===== config.mk =====
export PLATFORM = sky130hd
export DESIGN_NAME = stream_mux_n_flat
export DESIGN_NICKNAME = d
export VERILOG_FILES = /design/src/rtl/stream_mux_pkg.sv /design/src/rtl/stream_mux_if.sv /design/src/rtl/rr_arbiter.sv /design/src/rtl/stream_mux_n.sv /design/src/flat_wrapper.sv
export SDC_FILE = /design/constraint.sdc
export NUM_CORES = 1
export LEC_CHECK = 0
export ABC_AREA = 1
export BUFFER_PORTS_ARGS = -buffer_cell sky130_fd_sc_hd__buf_2
export CORE_MARGIN = 2
export CORE_UTILIZATION = 30
export CTS_CLUSTER_DIAMETER = 120
export CTS_CLUSTER_SIZE = 10
export DETAILED_ROUTE_END_ITERATION = 10
export GPL_TIMING_DRIVEN = 0
export PLACE_DENSITY = 0.49
export SYNTH_ARGS = -nofsm -noshare
export SYNTH_HDL_FRONTEND = slang
export SYNTH_HIERARCHICAL = 1
export SYNTH_SLANG_ARGS = --single-unit

===== constraint.sdc =====
create_clock -name clk -period 8 [get_ports clk]
set_input_delay 1.2 -clock clk [delete_from_list [all_inputs] [get_ports clk]]
set_output_delay 1.2 -clock clk [all_outputs]
set_load 0.01 [all_outputs]

===== src/rtl/stream_mux_pkg.sv =====
// Shared types and helpers for the N-channel stream multiplexer.
//   mux_mode_e : selection mode (MODE_FIXED uses the sel port, MODE_RR uses round-robin)
//   CNT_W      : width of the optional per-channel transfer counters
//   wrap_inc   : channel index increment with wrap-around modulo n
package stream_mux_pkg;

  typedef enum logic {
    MODE_FIXED = 1'b0,
    MODE_RR    = 1'b1
  } mux_mode_e;

  localparam int CNT_W = 16;

  function automatic int unsigned wrap_inc(input int unsigned idx, input int unsigned n);
    return (idx + 32'd1 >= n) ? 32'd0 : idx + 32'd1;
  endfunction

endpackage


===== src/rtl/stream_mux_if.sv =====
// Handshake bundle for stream_mux_n.
//   in_data/in_valid/in_ready : NCH input streams, channel i at in_data[i*WIDTH +: WIDTH]
//   mode/sel                  : selection control
//   out_data/out_valid/out_ch : registered output stream and source channel index
//   out_ready                 : downstream ready
// Modports: slave = the multiplexer, master = whatever drives the inputs and sinks the output.
interface stream_mux_if #(
  parameter int WIDTH = 8,
  parameter int NCH   = 4
);
  localparam int SELW = $clog2(NCH);

  logic [NCH*WIDTH-1:0]         in_data;
  logic [NCH-1:0]               in_valid;
  logic [NCH-1:0]               in_ready;
  stream_mux_pkg::mux_mode_e    mode;
  logic [SELW-1:0]              sel;
  logic [WIDTH-1:0]             out_data;
  logic                         out_valid;
  logic [SELW-1:0]              out_ch;
  logic                         out_ready;

  modport slave (
    input  in_data, in_valid, mode, sel, out_ready,
    output in_ready, out_data, out_valid, out_ch
  );

  modport master (
    output in_data, in_valid, mode, sel, out_ready,
    input  in_ready, out_data, out_valid, out_ch
  );

endinterface


===== src/rtl/rr_arbiter.sv =====
// Combinational round-robin arbiter.
//   req        : request vector
//   en         : when low, no grant is issued
//   last_grant : index of the previous winner; search starts at last_grant+1
//   grant      : one-hot grant, zero when en is low or nothing is requested
module rr_arbiter
  import stream_mux_pkg::*;
#(
  parameter int NCH = 4
) (
  input  logic [NCH-1:0]         req,
  input  logic                   en,
  input  logic [$clog2(NCH)-1:0] last_grant,
  output logic [NCH-1:0]         grant
);
  localparam int SELW = $clog2(NCH);

  int unsigned idx;
  logic        found;

  always_comb begin
    grant = '0;
    found = 1'b0;
    idx   = wrap_inc(32'(last_grant), NCH);
    // Walk NCH positions starting just after the last winner; first hit wins.
    for (int i = 0; i < NCH; i++) begin
      if (!found && req[SELW'(idx)]) begin
        grant[SELW'(idx)] = 1'b1;
        found             = 1'b1;
      end
      idx = wrap_inc(idx, NCH);
    end
    if (!en) grant = '0;
  end

endmodule


===== src/rtl/stream_mux_n.sv =====
// N-channel streaming multiplexer with a registered output stage.
//   clk, rst_n : clock and asynchronous active-low reset
//   bus        : stream_mux_if.slave (inputs, selection control, registered output)
//   grant_cnt  : only with STREAM_MUX_CNT_EN defined; saturating per-channel transfer
//                counters, channel i at [i*CNT_W +: CNT_W]
// Selection is either the sel port (MODE_FIXED) or round-robin (MODE_RR). The
// round-robin pointer only advances on an RR transfer, so fixed-mode traffic
// leaves the RR order untouched.
module stream_mux_n
  import stream_mux_pkg::*;
#(
  parameter int WIDTH = 8,
  parameter int NCH   = 4
) (
  input  logic            clk,
  input  logic            rst_n,
  stream_mux_if.slave     bus
`ifdef STREAM_MUX_CNT_EN
  ,
  output logic [NCH*CNT_W-1:0] grant_cnt
`endif
);
  localparam int SELW = $clog2(NCH);

  logic [NCH-1:0]   grant_fix;
  logic [NCH-1:0]   grant_rr;
  logic [NCH-1:0]   grant;
  logic [NCH-1:0]   rdy;
  logic             load_en;
  logic             xfer;
  logic [SELW-1:0]  grant_idx;
  logic [WIDTH-1:0] grant_data;

  logic [WIDTH-1:0] out_data_q;
  logic             out_valid_q;
  logic [SELW-1:0]  out_ch_q;
  logic [SELW-1:0]  last_grant;

  // Output register is empty or being drained this cycle.
  assign load_en = !out_valid_q || bus.out_ready;

  // Out-of-range sel matches no channel and yields no grant.
  always_comb begin
    grant_fix = '0;
    for (int i = 0; i < NCH; i++) begin
      if (32'(bus.sel) == i) grant_fix[i] = bus.in_valid[i];
    end
  end

  rr_arbiter #(.NCH(NCH)) u_rr_arbiter (
    .req        (bus.in_valid),
    .en         (bus.mode == MODE_RR),
    .last_grant (last_grant),
    .grant      (grant_rr)
  );

  assign grant        = (bus.mode == MODE_RR) ? grant_rr : grant_fix;
  assign rdy          = grant & {NCH{load_en}};
  assign bus.in_ready = rdy;
  // A grant always implies in_valid, so any ready bit is a transfer.
  assign xfer         = |(rdy & bus.in_valid);

  always_comb begin
    grant_idx  = '0;
    grant_data = '0;
    for (int i = 0; i < NCH; i++) begin
      if (grant[i]) begin
        grant_idx  = SELW'(i);
        grant_data = bus.in_data[i*WIDTH +: WIDTH];
      end
    end
  end

  always_ff @(posedge clk or negedge rst_n) begin
    if (!rst_n) begin
      out_data_q  <= '0;
      out_valid_q <= 1'b0;
      out_ch_q    <= '0;
      last_grant  <= SELW'(NCH - 1);
    end else if (xfer) begin
      out_data_q  <= grant_data;
      out_ch_q    <= grant_idx;
      out_valid_q <= 1'b1;
      if (bus.mode == MODE_RR) last_grant <= grant_idx;
    end else if (bus.out_ready) begin
      out_valid_q <= 1'b0;
    end
  end

  assign bus.out_data  = out_data_q;
  assign bus.out_valid = out_valid_q;
  assign bus.out_ch    = out_ch_q;

`ifdef STREAM_MUX_CNT_EN
  logic [NCH-1:0][CNT_W-1:0] cnt_q;

  always_ff @(posedge clk or negedge rst_n) begin
    if (!rst_n) begin
      cnt_q <= '0;
    end else begin
      for (int i = 0; i < NCH; i++) begin
        if (rdy[i] && bus.in_valid[i] && (cnt_q[i] != {CNT_W{1'b1}}))
          cnt_q[i] <= cnt_q[i] + 1'b1;
      end
    end
  end

  assign grant_cnt = cnt_q;
`endif

endmodule


===== src/flat_wrapper.sv =====
// flat-port wrapper written by rule: the top's interface ports become plain ports
module stream_mux_n_flat import stream_mux_pkg::*;
#(
  parameter int WIDTH = 8,
  parameter int NCH   = 4
)
  (clk, rst_n, bus_in_data, bus_in_valid, bus_mode, bus_sel, bus_out_ready, bus_in_ready, bus_out_data, bus_out_valid, bus_out_ch);
  stream_mux_if #(.WIDTH(WIDTH), .NCH(NCH)) bus_i ();
  input  logic clk;
  input  logic rst_n;
  input wire logic [$bits(bus_i.in_data)-1:0] bus_in_data;
  input wire logic [$bits(bus_i.in_valid)-1:0] bus_in_valid;
  input wire logic [$bits(bus_i.mode)-1:0] bus_mode;
  input wire logic [$bits(bus_i.sel)-1:0] bus_sel;
  input wire logic [$bits(bus_i.out_ready)-1:0] bus_out_ready;
  output wire logic [$bits(bus_i.in_ready)-1:0] bus_in_ready;
  output wire logic [$bits(bus_i.out_data)-1:0] bus_out_data;
  output wire logic [$bits(bus_i.out_valid)-1:0] bus_out_valid;
  output wire logic [$bits(bus_i.out_ch)-1:0] bus_out_ch;
  assign bus_i.in_data = bus_in_data;
  assign bus_i.in_valid = bus_in_valid;
  assign bus_i.mode = bus_mode;
  assign bus_i.sel = bus_sel;
  assign bus_i.out_ready = bus_out_ready;
  assign bus_in_ready = bus_i.in_ready;
  assign bus_out_data = bus_i.out_data;
  assign bus_out_valid = bus_i.out_valid;
  assign bus_out_ch = bus_i.out_ch;
  stream_mux_n #(.WIDTH(WIDTH), .NCH(NCH)) u_core (.clk(clk), .rst_n(rst_n), .bus(bus_i));
endmodule

# Yosys cells after proc, flatten, opt, wreduce, memory -nomap -nowiden

Cells that the tools add are included.
Widths: inputs -> output; s select.

Memories: 0
Memory bits (read-only): 0
Bits in latches: 0
Bits in registers: 13
Output and inout port bits: 15
Input bits: 42
Logic and storage cells: 85
Memory bits (writable): 0

$mul: 0
Mux-type cells: 41
Div/mod/pow operators: 0
Shift-type cells: 0
Equal/unequal tests: 3
Reductions and logical operators: 16
Order comparisons: 12
Add/sub/neg operators: 4
Bitwise operators: 5

Operators by type and width:

| operator              | count |
|---|---|
| $ge 32x3->1 const B   | 4 |
| $add 32x1->32 const B | 3 |
| $mux 32               | 3 |
| $mux 8                | 4 |
| $mux 4                | 5 |
| $mux 1                | 18 |
| $lt 2x3->1 const B    | 4 |
| $or 4x4->4            | 3 |
| $and 4x4->4           | 2 |
| $bmux 1 s2            | 4 |
| $demux 1 s2           | 4 |
| $ge 2x1->1 const B    | 4 |
| $logic_and 1x1->1     | 7 |
| $mux 2                | 3 |
| $eq 2x2->1 const B    | 2 |
| $logic_not 1->1       | 4 |
| $reduce_or 4->1       | 1 |
| $add 2x1->3 const B   | 1 |
| $eq 2x1->1 const B    | 1 |
| $logic_not 2->1       | 1 |
| $reduce_and 2->1      | 1 |
| $reduce_bool 2->1     | 1 |
| $logic_or 1x1->1      | 1 |

# Depth between registers and ports, before layout

Gate-level depths: netlist of run 1.

Depth in word-level cells: 23
Mapped depth: 22
Depth with buffers taken out: 21

# Modules after synthesis

Netlist of run 1, hierarchy kept.

By module, submodules not included:

| module       | area each (um^2) | seq. area each (um^2) | instances | cells each |
|---|---|---|---|---|
| stream_mux_n | 1049.8           | 327.8                 | 1         | 153 |
| rr_arbiter   | 551.8            | 0.0                   | 1         | 103 |

# Worst setup path before layout of run 1

Ideal clock, no wire load.

Path type: in2out
From: input port bus_in_valid[3]
To: output port bus_in_ready[2]
Cell stages on the path: 15
Buffers on the path: 2
Arrival time: 2.556 ns
Setup slack: 4.244 ns
Data required time: 6.800 ns
Cells stage by stage: inv_1 or2_0 a21oi_1 nor2_1 nor2_2 nand3_2 nor2_1 nor2_1 nor2_1 nand2_1 nand2_1 buf_6 inv_2 buf_6 nor2_1

Longest elaborated chain between the ends: 14
Elaborated cells on any way between the ends: 26
Classes of those cells: mux: 16; bitwise: 4; reduce/logical: 6

Ends and longest elaborated chain:

| what                         | RTL line           | RTL |
|---|---|---|
| from (decl)                  | flat_wrapper.sv:12 | `input wire logic [$bits(bus_i.in_valid)-1:0] bus_in_valid;` |
| $bmux 1 s2                   | rr_arbiter.sv:27   | `if (!found && req[SELW'(idx)]) begin` |
| $mux 1 (implied by the code) | rr_arbiter.sv:27   |  |
| $mux 1                       | rr_arbiter.sv:27   |  |
| $logic_not 1->1              | rr_arbiter.sv:27   |  |
| $logic_and 1x1->1            | rr_arbiter.sv:27   |  |
| $mux 1                       | rr_arbiter.sv:27   |  |
| $logic_not 1->1              | rr_arbiter.sv:27   |  |
| $logic_and 1x1->1            | rr_arbiter.sv:27   |  |
| $mux 1                       | rr_arbiter.sv:27   |  |
| $logic_not 1->1              | rr_arbiter.sv:27   |  |
| $logic_and 1x1->1            | rr_arbiter.sv:27   |  |
| $mux 4 *                     | rr_arbiter.sv:27   |  |
| named net u_core.grant_rr[2] | stream_mux_n.sv:26 | `logic [NCH-1:0] grant_rr;` |
| $mux 4 *                     | stream_mux_n.sv:57 | `assign grant = (bus.mode == MODE_RR) ? grant_rr : grant_fix;` |
| $and 4x4->4 *                | stream_mux_n.sv:58 | `assign rdy = grant & {NCH{load_en}};` |
| to (decl)                    | flat_wrapper.sv:16 | `output wire logic [$bits(bus_i.in_ready)-1:0] bus_in_ready;` |

Mark *: on every way through the listed nets, which the timed path passes. The rest lies on a longest branch. The select of a mux whose other input is x is not followed.

# Final worst setup path of run 1

From: register u_core.last_grant[0]
To: output port bus_in_ready[2]

Longest elaborated chain between the ends: 20
Elaborated cells on any way between the ends: 58
Classes of those cells: add/sub: 4; order compare: 12; mux: 28; bitwise: 4; reduce/logical: 10

Ends and longest elaborated chain:

| what                                    | RTL line             | RTL |
|---|---|---|
| from (decl)                             | stream_mux_n.sv:37   | `logic [SELW-1:0] last_grant;` |
| from (signal assigned)                  | stream_mux_n.sv:79   | `last_grant <= SELW'(NCH - 1);` |
| from (signal assigned)                  | stream_mux_n.sv:84   | `if (bus.mode == MODE_RR) last_grant <= grant_idx;` |
| $add 2x1->3 *                           | stream_mux_pkg.sv:15 | `return (idx + 32'd1 >= n) ? 32'd0 : idx + 32'd1;` |
| $ge 32x3->1                             | stream_mux_pkg.sv:15 |  |
| $mux 32 *                               | stream_mux_pkg.sv:15 |  |
| $add 32x1->32                           | stream_mux_pkg.sv:15 |  |
| $ge 32x3->1                             | stream_mux_pkg.sv:15 |  |
| $mux 32                                 | stream_mux_pkg.sv:15 |  |
| $add 32x1->32                           | stream_mux_pkg.sv:15 |  |
| $ge 32x3->1                             | stream_mux_pkg.sv:15 |  |
| (+5 left out)                           | -                    |  |
| $logic_and 1x1->1 (implied by the code) | rr_arbiter.sv:28     | `grant[SELW'(idx)] = 1'b1;` |
| $mux 1 (implied by the code)            | rr_arbiter.sv:28     |  |
| $demux 1 s2                             | rr_arbiter.sv:28     |  |
| $or 4x4->4 (no line)                    | -                    |  |
| $mux 4 *                                | rr_arbiter.sv:27     |  |
| named net u_core.grant_rr[2]            | stream_mux_n.sv:26   |  |
| $mux 4 *                                | stream_mux_n.sv:57   |  |
| $and 4x4->4 *                           | stream_mux_n.sv:58   |  |

Marked as above.

==> results of run 1 <==
-- layer usage --
metal | vias up | wire length [um] | part of all wire | track usage
met4 | 0 | 0 | 0 | 0.0107
met2 | 68 | 2280 | 0.50 | 0.290
met3 | 0 | 301 | 0.066 | 0.0329
met5 | - | 0 | 0 | 0
met1 | 788 | 1970 | 0.43 | 0.202
li1 | 942 | - | - | -
-- sequential cells by signal, summed over array words and instances, names as in the netlist --
name                  count
u_core/bus.out_data       8
u_core/last_grant         2
u_core/bus.out_ch         2
u_core/bus.out_valid      1
-- worst paths after layout --
kind / endpoint / slack (ns) / depth (start not counted)
setup / recovery: bus_in_ready[2] / 3.73 / 17
hold / removal: u_core/bus.out_ch[1] / 0.47 / 2
setup reg to reg: u_core/bus.out_data[6] / 4.91 / 20
hold reg to reg: u_core/bus.out_ch[1] / 0.47 / 2
max in group asynchronous: u_core/last_grant[1] / 6.89 / 1
min in group asynchronous: u_core/bus.out_valid / 0.83 / 1
-- cells in the final DEF, fill, tap and decap left out, drive strengths merged --
| cell type | count |
|---|---|
| nand2 | 90 |
| buf | 64 |
| or2 | 10 |
| nand3 | 46 |
| nand4 | 4 |
| dfrtp | 11 |
| dfstp | 2 |
| ha | 8 |
| o21ai | 5 |
| inv | 27 |
| clkbuf | 4 |
| nor2 | 24 |
| a21boi | 8 |
| a21oi | 13 |
-- power by group through the flow --
stage | clock network, mW | logic (mW) | registers (mW)
after floorplan | 0 | 0.288 | 0.116
after global placement | 0 | 0.401 | 0.111
after detailed placement | 0 | 0.397 | 0.111
after CTS | 0.0601 | 0.399 | 0.111
after global routing | 0.0645 | 0.450 | 0.114
final | 0.0577 | 0.400 | 0.110
-- final cells by class --
type,instances,share of cell area
multi-input cells,208,0.543
flip-flops and latches,13,0.163
repair buffers,56,0.139
inverters,27,0.0503
well taps,70,0.0435
plain buffers,8,0.0385
clock buffers,4,0.0224
-- cell families after synthesis --
| group | Yosys count | share of synthesized area |
|---|---|---|
| buffers and inverters | 35 | 0.112 |
| flip-flops | 13 | 0.205 |
| adder cells (fa/ha/maj) | 8 | 0.0625 |
| AND/OR/NAND/NOR | 174 | 0.516 |
| AO/OA/AOI/OAI | 26 | 0.105 |
-- worst reg2reg max path, stage by stage, from the launching register on --
cell,delay (ns)
dfstp_2,0.67
inv_2,0.15
ha_1,0.43
inv_1,0.13
nand2_2,0.11
nand2_4,0.08
a21oi_4,0.20
nand3_1,0.09
nand2_1,0.06
inv_1,0.04
a21oi_1,0.12
nand2_1,0.20
nand2_1,0.13
nand3_1,0.08
nand2_2,0.08
inv_2,0.04
nand2_4,0.08
inv_2,0.04
buf_6,0.13
nand2_1,0.06
nand2_1,0.05
-- through the flow --
step	hold slack (ns)	std cells	utilization	setup slack, ns	area (um^2)
after global placement	0.454	382	0.383	3.84	1970
after floorplan	0.478	256	-	4.24	1600
after CTS	0.472	386	0.392	3.75	2010
after detailed placement	0.458	382	0.383	3.87	1970
after global routing	0.502	386	0.392	3.48	2010
final	0.469	386	0.392	3.73	2010
==> flow_metrics.env, run 1 <==
export IMPL_gp_congestion=0.858
export IMPL_crit_fanout=11
export IMPL_power_total_mw=0.568
export IMPL_cts_resized_gates=0
export IMPL_post_dp_hpwl_um=3650
export IMPL_outcome="finished, final reports clean"
export IMPL_internal_power_mw=0.273
export IMPL_multiInputGateArea_mm2=0.00109
export IMPL_cpPeakStageDelay_ns=0.67
export IMPL_synthTopCellsByArea="nand2_1 19%, dfrtp_1 17%, nand3_1 13%"
export IMPL_io_pin_count=57
export IMPL_synth_distinct_cells=24
export IMPL_setup_worst_path_end_class="primary output"
export IMPL_ir_drop_v=0.000146
export IMPL_fin_skew_ns=0.00114
export IMPL_die_width_um=77.1
export IMPL_pwr_share_seq=0.193
export IMPL_gr_total_overflow=0
export IMPL_grt_first_pass_wirelength_um=7850
export IMPL_ant_nets=0
export IMPL_p_sw_mw=0.295
export IMPL_vias_per_cell=4.66
export IMPL_num_vias=1798
export IMPL_cp_startpoint="u_core/last_grant[0]"
export IMPL_drt_first_iter_violations=64
export IMPL_finalHoldViolCount=0
export IMPL_die_h_um=77.1
export IMPL_ys_seq_area_frac=0.205
export IMPL_grt_start_max_net_pins=14
export IMPL_p_sw_frac=0.520
export IMPL_diodes=0
export IMPL_combPwrFrac=0.705
export IMPL_die_area_mm2=0.00594
export IMPL_ys_warnings_count=6
export IMPL_post_cts_buffers=0
export IMPL_start_util=0.312
export IMPL_slew_violations=0
export IMPL_cts_made_buffers=3
export IMPL_synth_top_area_frac=0.192
export IMPL_synthCells=256
export IMPL_regArea_um2=328
export IMPL_design_core_area_mm2=0.00514
export IMPL_rr_startpoint="u_core/last_grant[0]"
export IMPL_area_growth_pct=25.8
export IMPL_worst_pin_slew_ns=0.289
export IMPL_path_common_cell="nor2_1"
export IMPL_rows=26
export IMPL_hold_start="u_core/bus.out_ch[1]"
export IMPL_worst_path_buf_inv=6
export IMPL_cp_data_arrival_time_ns=3.07
export IMPL_cts_root_buf="clkbuf_8"
export IMPL_required_ns=6.80
export IMPL_avgSynthCellArea_um2=6.26
export IMPL_syn_num_nets=306
export IMPL_pwr_share_clk=0.102
export IMPL_drtPass1Iterations=4
export IMPL_cp_slowest_cell="dfstp_2"
export IMPL_grt_use_total=0.159
export IMPL_wl_um=4550
export IMPL_drive_gt1_frac=0.304
export IMPL_finalSetupViolCount=0
export IMPL_portBuffers=56
export IMPL_setup_tns_ns=0
export IMPL_yosysMostFrequentCell="nand2_1"
export IMPL_synth_commonest_cells="82 x nand2_1, 41 x nand3_1, 21 x inv_1"
export IMPL_clkSlewWorstSetupHoldPaths_ns=0.05
export IMPL_post_route_min_period_ns=4.27
export IMPL_grt_pass1_vias=1713
export IMPL_insertion_delay_ns=0.24
export IMPL_fin_crit_sh=0.534
export IMPL_netlist_area_mm2=0.00160
export IMPL_min_path_type="reg2reg"
export IMPL_cts_htree_levels=1
export IMPL_fmax_mhz=234
export IMPL_synthFlopType="dfrtp_1"
export IMPL_cts_buffer_depth=2
export IMPL_clock_sinks=13
export IMPL_nets=367
export IMPL_synth_edff_count=0
export IMPL_cts_tree="built"
export IMPL_hold_buffers=0
export IMPL_synth_largest_area_cell="nand2_1"
export IMPL_path_class="reg2out"
export IMPL_ys_ff_latch=13
export IMPL_critPathTopFamily="simple AND/OR/NAND/NOR gates"
export IMPL_p_leak_nw=1.11
export IMPL_critical_path_cell_chain="inv_2 > ha_1 > inv_1 > nand2_2 > nand2_4 > a21oi_4 > nand3_2 > nor2_1 > nor2_1 > nor2_1 > nand2_1 > nand2_1 > buf_6 > inv_2 > buf_6 > nor2_1 > buf_2"
export IMPL_start_kind="register"
export IMPL_antenna_found_initial=0
export IMPL_wl_per_cell_um=11.8
export IMPL_powerDensity_mw_per_mm2=282
export IMPL_fillers=613
export IMPL_ys_async_sr_fraction=1.00
export IMPL_drcViolationCount=0
export IMPL_rsz0062_at_grt="false"
export IMPL_maxSlewHeadroom=0.806
export IMPL_maxCapViolations=0
Note: power is estimated with default switching activity, not from simulation.
==> inputs of run 2 (changes only) <==
ABC_AREA = 0   (was 1)
PLACE_DENSITY = 0.5   (was 0.49)
clock period = 4 ns   (was 8 ns; I/O delays follow)
==> flow_metrics.env, run 2 <==
export IMPL_outcome="finished, final reports clean"
export IMPL_avgSynthCellArea_um2=8.87
export IMPL_synthFlopType="dfrtp_1"
export IMPL_path_class="reg2out"
export IMPL_cp_data_arrival_time_ns=3.25
export IMPL_maxSlewHeadroom=0.645
export IMPL_p_leak_nw=0.876
export IMPL_fin_crit_sh=0.963
export IMPL_start_kind="register"
export IMPL_final_area_mm2=0.00188
export IMPL_power_total_mw=1.33
export IMPL_mostFrequentLayoutCells="57 x buf_2, 19 x nand3_1, 16 x nand2_1"
export IMPL_gp_congestion=0.882
export IMPL_clkSlewWorstSetupHoldPaths_ns=0.06
export IMPL_rr_worst_depth=13
export IMPL_min_path_type="in2async"
export IMPL_num_vias=1500
export IMPL_pre_cts_ws_ns=-0.0486
export IMPL_final_common_cell="buf_2"
export IMPL_synth_edff_count=0
export IMPL_setup_worst_path_end_class="primary output"
export IMPL_die_area_mm2=0.00523
export IMPL_synth_distinct_cells=50
export IMPL_crit_fanout=10
export IMPL_multiInputGateArea_mm2=0.00102
export IMPL_regArea_um2=328
export IMPL_drt_first_iter_violations=71
export IMPL_cts_buffer_depth=2
export IMPL_fin_skew_ns=0.00502
export IMPL_ys_ff_latch=13
export IMPL_fillers=458
export IMPL_post_route_min_period_ns=3.85
export IMPL_synth_largest_area_cell="dfrtp_1"
export IMPL_ys_async_sr_fraction=1.00
export IMPL_drtPass1Iterations=4
export IMPL_rsz0062_at_grt="false"
export IMPL_yosysMostFrequentCell="nand3_1"
export IMPL_grt_start_max_net_pins=14
export IMPL_r2r_end="u_core/bus.out_ch[0]"
export IMPL_largest_reg_flops=8
export IMPL_powerDensity_mw_per_mm2=706
export IMPL_antenna_found_initial=0
export IMPL_cts_tree="built"
export IMPL_postLayoutSetupSlackWorst_ns=0.149
export IMPL_nets=274
export IMPL_ir_drop_v=0.000309
export IMPL_insertion_delay_ns=0.24
export IMPL_die_width_um=72.3
export IMPL_syn_num_nets=208
export IMPL_utilization=0.425
export IMPL_grt_pass1_vias=1453
export IMPL_cts_made_buffers=3
export IMPL_wl_um=4350
export IMPL_portBuffers=56
export IMPL_worst_pin_slew_ns=0.529
export IMPL_grt_use_total=0.163
export IMPL_cts_htree_levels=1
export IMPL_clock_sinks=13
export IMPL_wl_per_cell_um=15.8
export IMPL_vias_per_cell=5.45
export IMPL_finalSetupViolCount=0
export IMPL_ys_warnings_count=6
export IMPL_slew_violations=0
export IMPL_diodes=0
export IMPL_synthTopCellsByArea="dfrtp_1 20%, ha_1 7.1%, nand3_1 6.8%"
export IMPL_hold_buffers=0
export IMPL_ys_seq_area_frac=0.234
export IMPL_postPlaceCellArea_mm2=0.00175
export IMPL_design_core_area_mm2=0.00441
export IMPL_finalHoldViolCount=0
export IMPL_start_util=0.317
export IMPL_netlist_area_mm2=0.00140
export IMPL_gr_total_overflow=0
export IMPL_synth_commonest_cells="19 x nand3_1, 17 x nand2_1, 15 x nor2_1"
export IMPL_cts_root_buf="clkbuf_8"
export IMPL_r2r_slack_ns=0.21
export IMPL_required_ns=3.40
export IMPL_grt_first_pass_wirelength_um=6880
export IMPL_drcViolationCount=0
export IMPL_io_pin_count=57
export IMPL_rows=24
export IMPL_maxCapViolations=0
export IMPL_ant_nets=0
export IMPL_rr_startpoint="u_core/last_grant[0]"
export IMPL_synth_top_area_frac=0.196
export IMPL_synthCells=158
export IMPL_die_h_um=72.3
export IMPL_post_dp_hpwl_um=3460
export IMPL_drive_gt1_frac=0.448
export IMPL_fmax_mhz=260
export IMPL_area_growth_pct=34.0
run 2: changes by cell type after synthesis, sizes merged, moves of 5 or more:
cell     change
nand3       -27
mux2         +5
nor2         -8
o2bb2ai      +8
a21boi       -6
a21oi       -12
o31ai        +8
nand2       -72
a311oi       +8
or2         -10
inv         -21
run 2: worst max-delay path by stage:
stage,start,to,slack (ns),cells past startpoint
6_report,u_core/last_grant[0],bus_in_ready[2],0.15,13
5_1_grt,u_core/last_grant[0],bus_in_ready[2],0.02,13
4_1_cts,u_core/last_grant[0],bus_in_ready[2],0.03,13
3_5_place_dp,u_core/last_grant[0],bus_in_ready[2],-0.05,13
3_3_place_gp,u_core/last_grant[0],bus_in_ready[2],-0.04,13
2_1_floorplan,u_core/last_grant[0],bus_in_ready[2],0.34,12
run 2: area by class of cell:
| class | instances | area share |
|---|---|---|
| Inverter | 6 | 0.0120 |
| Buffer | 8 | 0.0353 |
| Timing Repair Buffer | 62 | 0.173 |
| Tap cell | 52 | 0.0346 |
| Multi-Input combinational cell | 130 | 0.546 |
| Sequential cell | 13 | 0.175 |
| Clock buffer | 3 | 0.0220 |
| Clock inverter | 1 | 0.00266 |
run 2: stage by stage:
step           setup TNS (ns)  cells  hold slack, ns
2_1_floorplan               0    158           0.304
3_3_place_gp          -0.0398    266           0.456
3_5_place_dp          -0.0486    266           0.465
4_1_cts                     0    269           0.245
5_1_grt                     0    275           0.257
6_report                    0    275           0.238
run 2: kinds of logic after synthesis:
family / synth area share
simple gates: 0.222
compound gates: 0.343
buf+inv: 0.0661
flops: 0.234
fa+ha+maj: 0.0714
mux: 0.0634
run 2: critical path, cell delays in order (launching register included):
cell and delay, ns:
dfstp_2 0.59, buf_6 0.15, inv_1 0.11, ha_4 0.31, or4b_4 0.49, o221ai_4 0.09, o311a_4 0.25, nand3_1 0.11
a41oi_2 0.28, nand2_4 0.09, and2_1 0.17, buf_6 0.14, nor2_1 0.09, buf_2 0.13
run 2: repair_timing:
item,4_1_cts,5_1_grt
gates resized for setup,6,3
endpoints found under the setup margin,2,3
cloned,0,0
pin swaps,2,6
setup buffers,0,6
run 2: power breakdown:
| part | internal [mW] | total [mW] | switching, mW |
|---|---|---|---|
| Sequential | 0.202 | 0.242 | 0.0403 |
| Combinational | 0.443 | 0.969 | 0.526 |
| Clock | 0.0686 | 0.114 | 0.0451 |
run 2: per-layer routing:
layer  vias up  track usage  routed length [um]
met4         0       0.0524                  30
li1        737            -                   -
met2        46        0.261                2060
met5         -            0                   0
met3         4       0.0306                 251
met1       713        0.221                2010
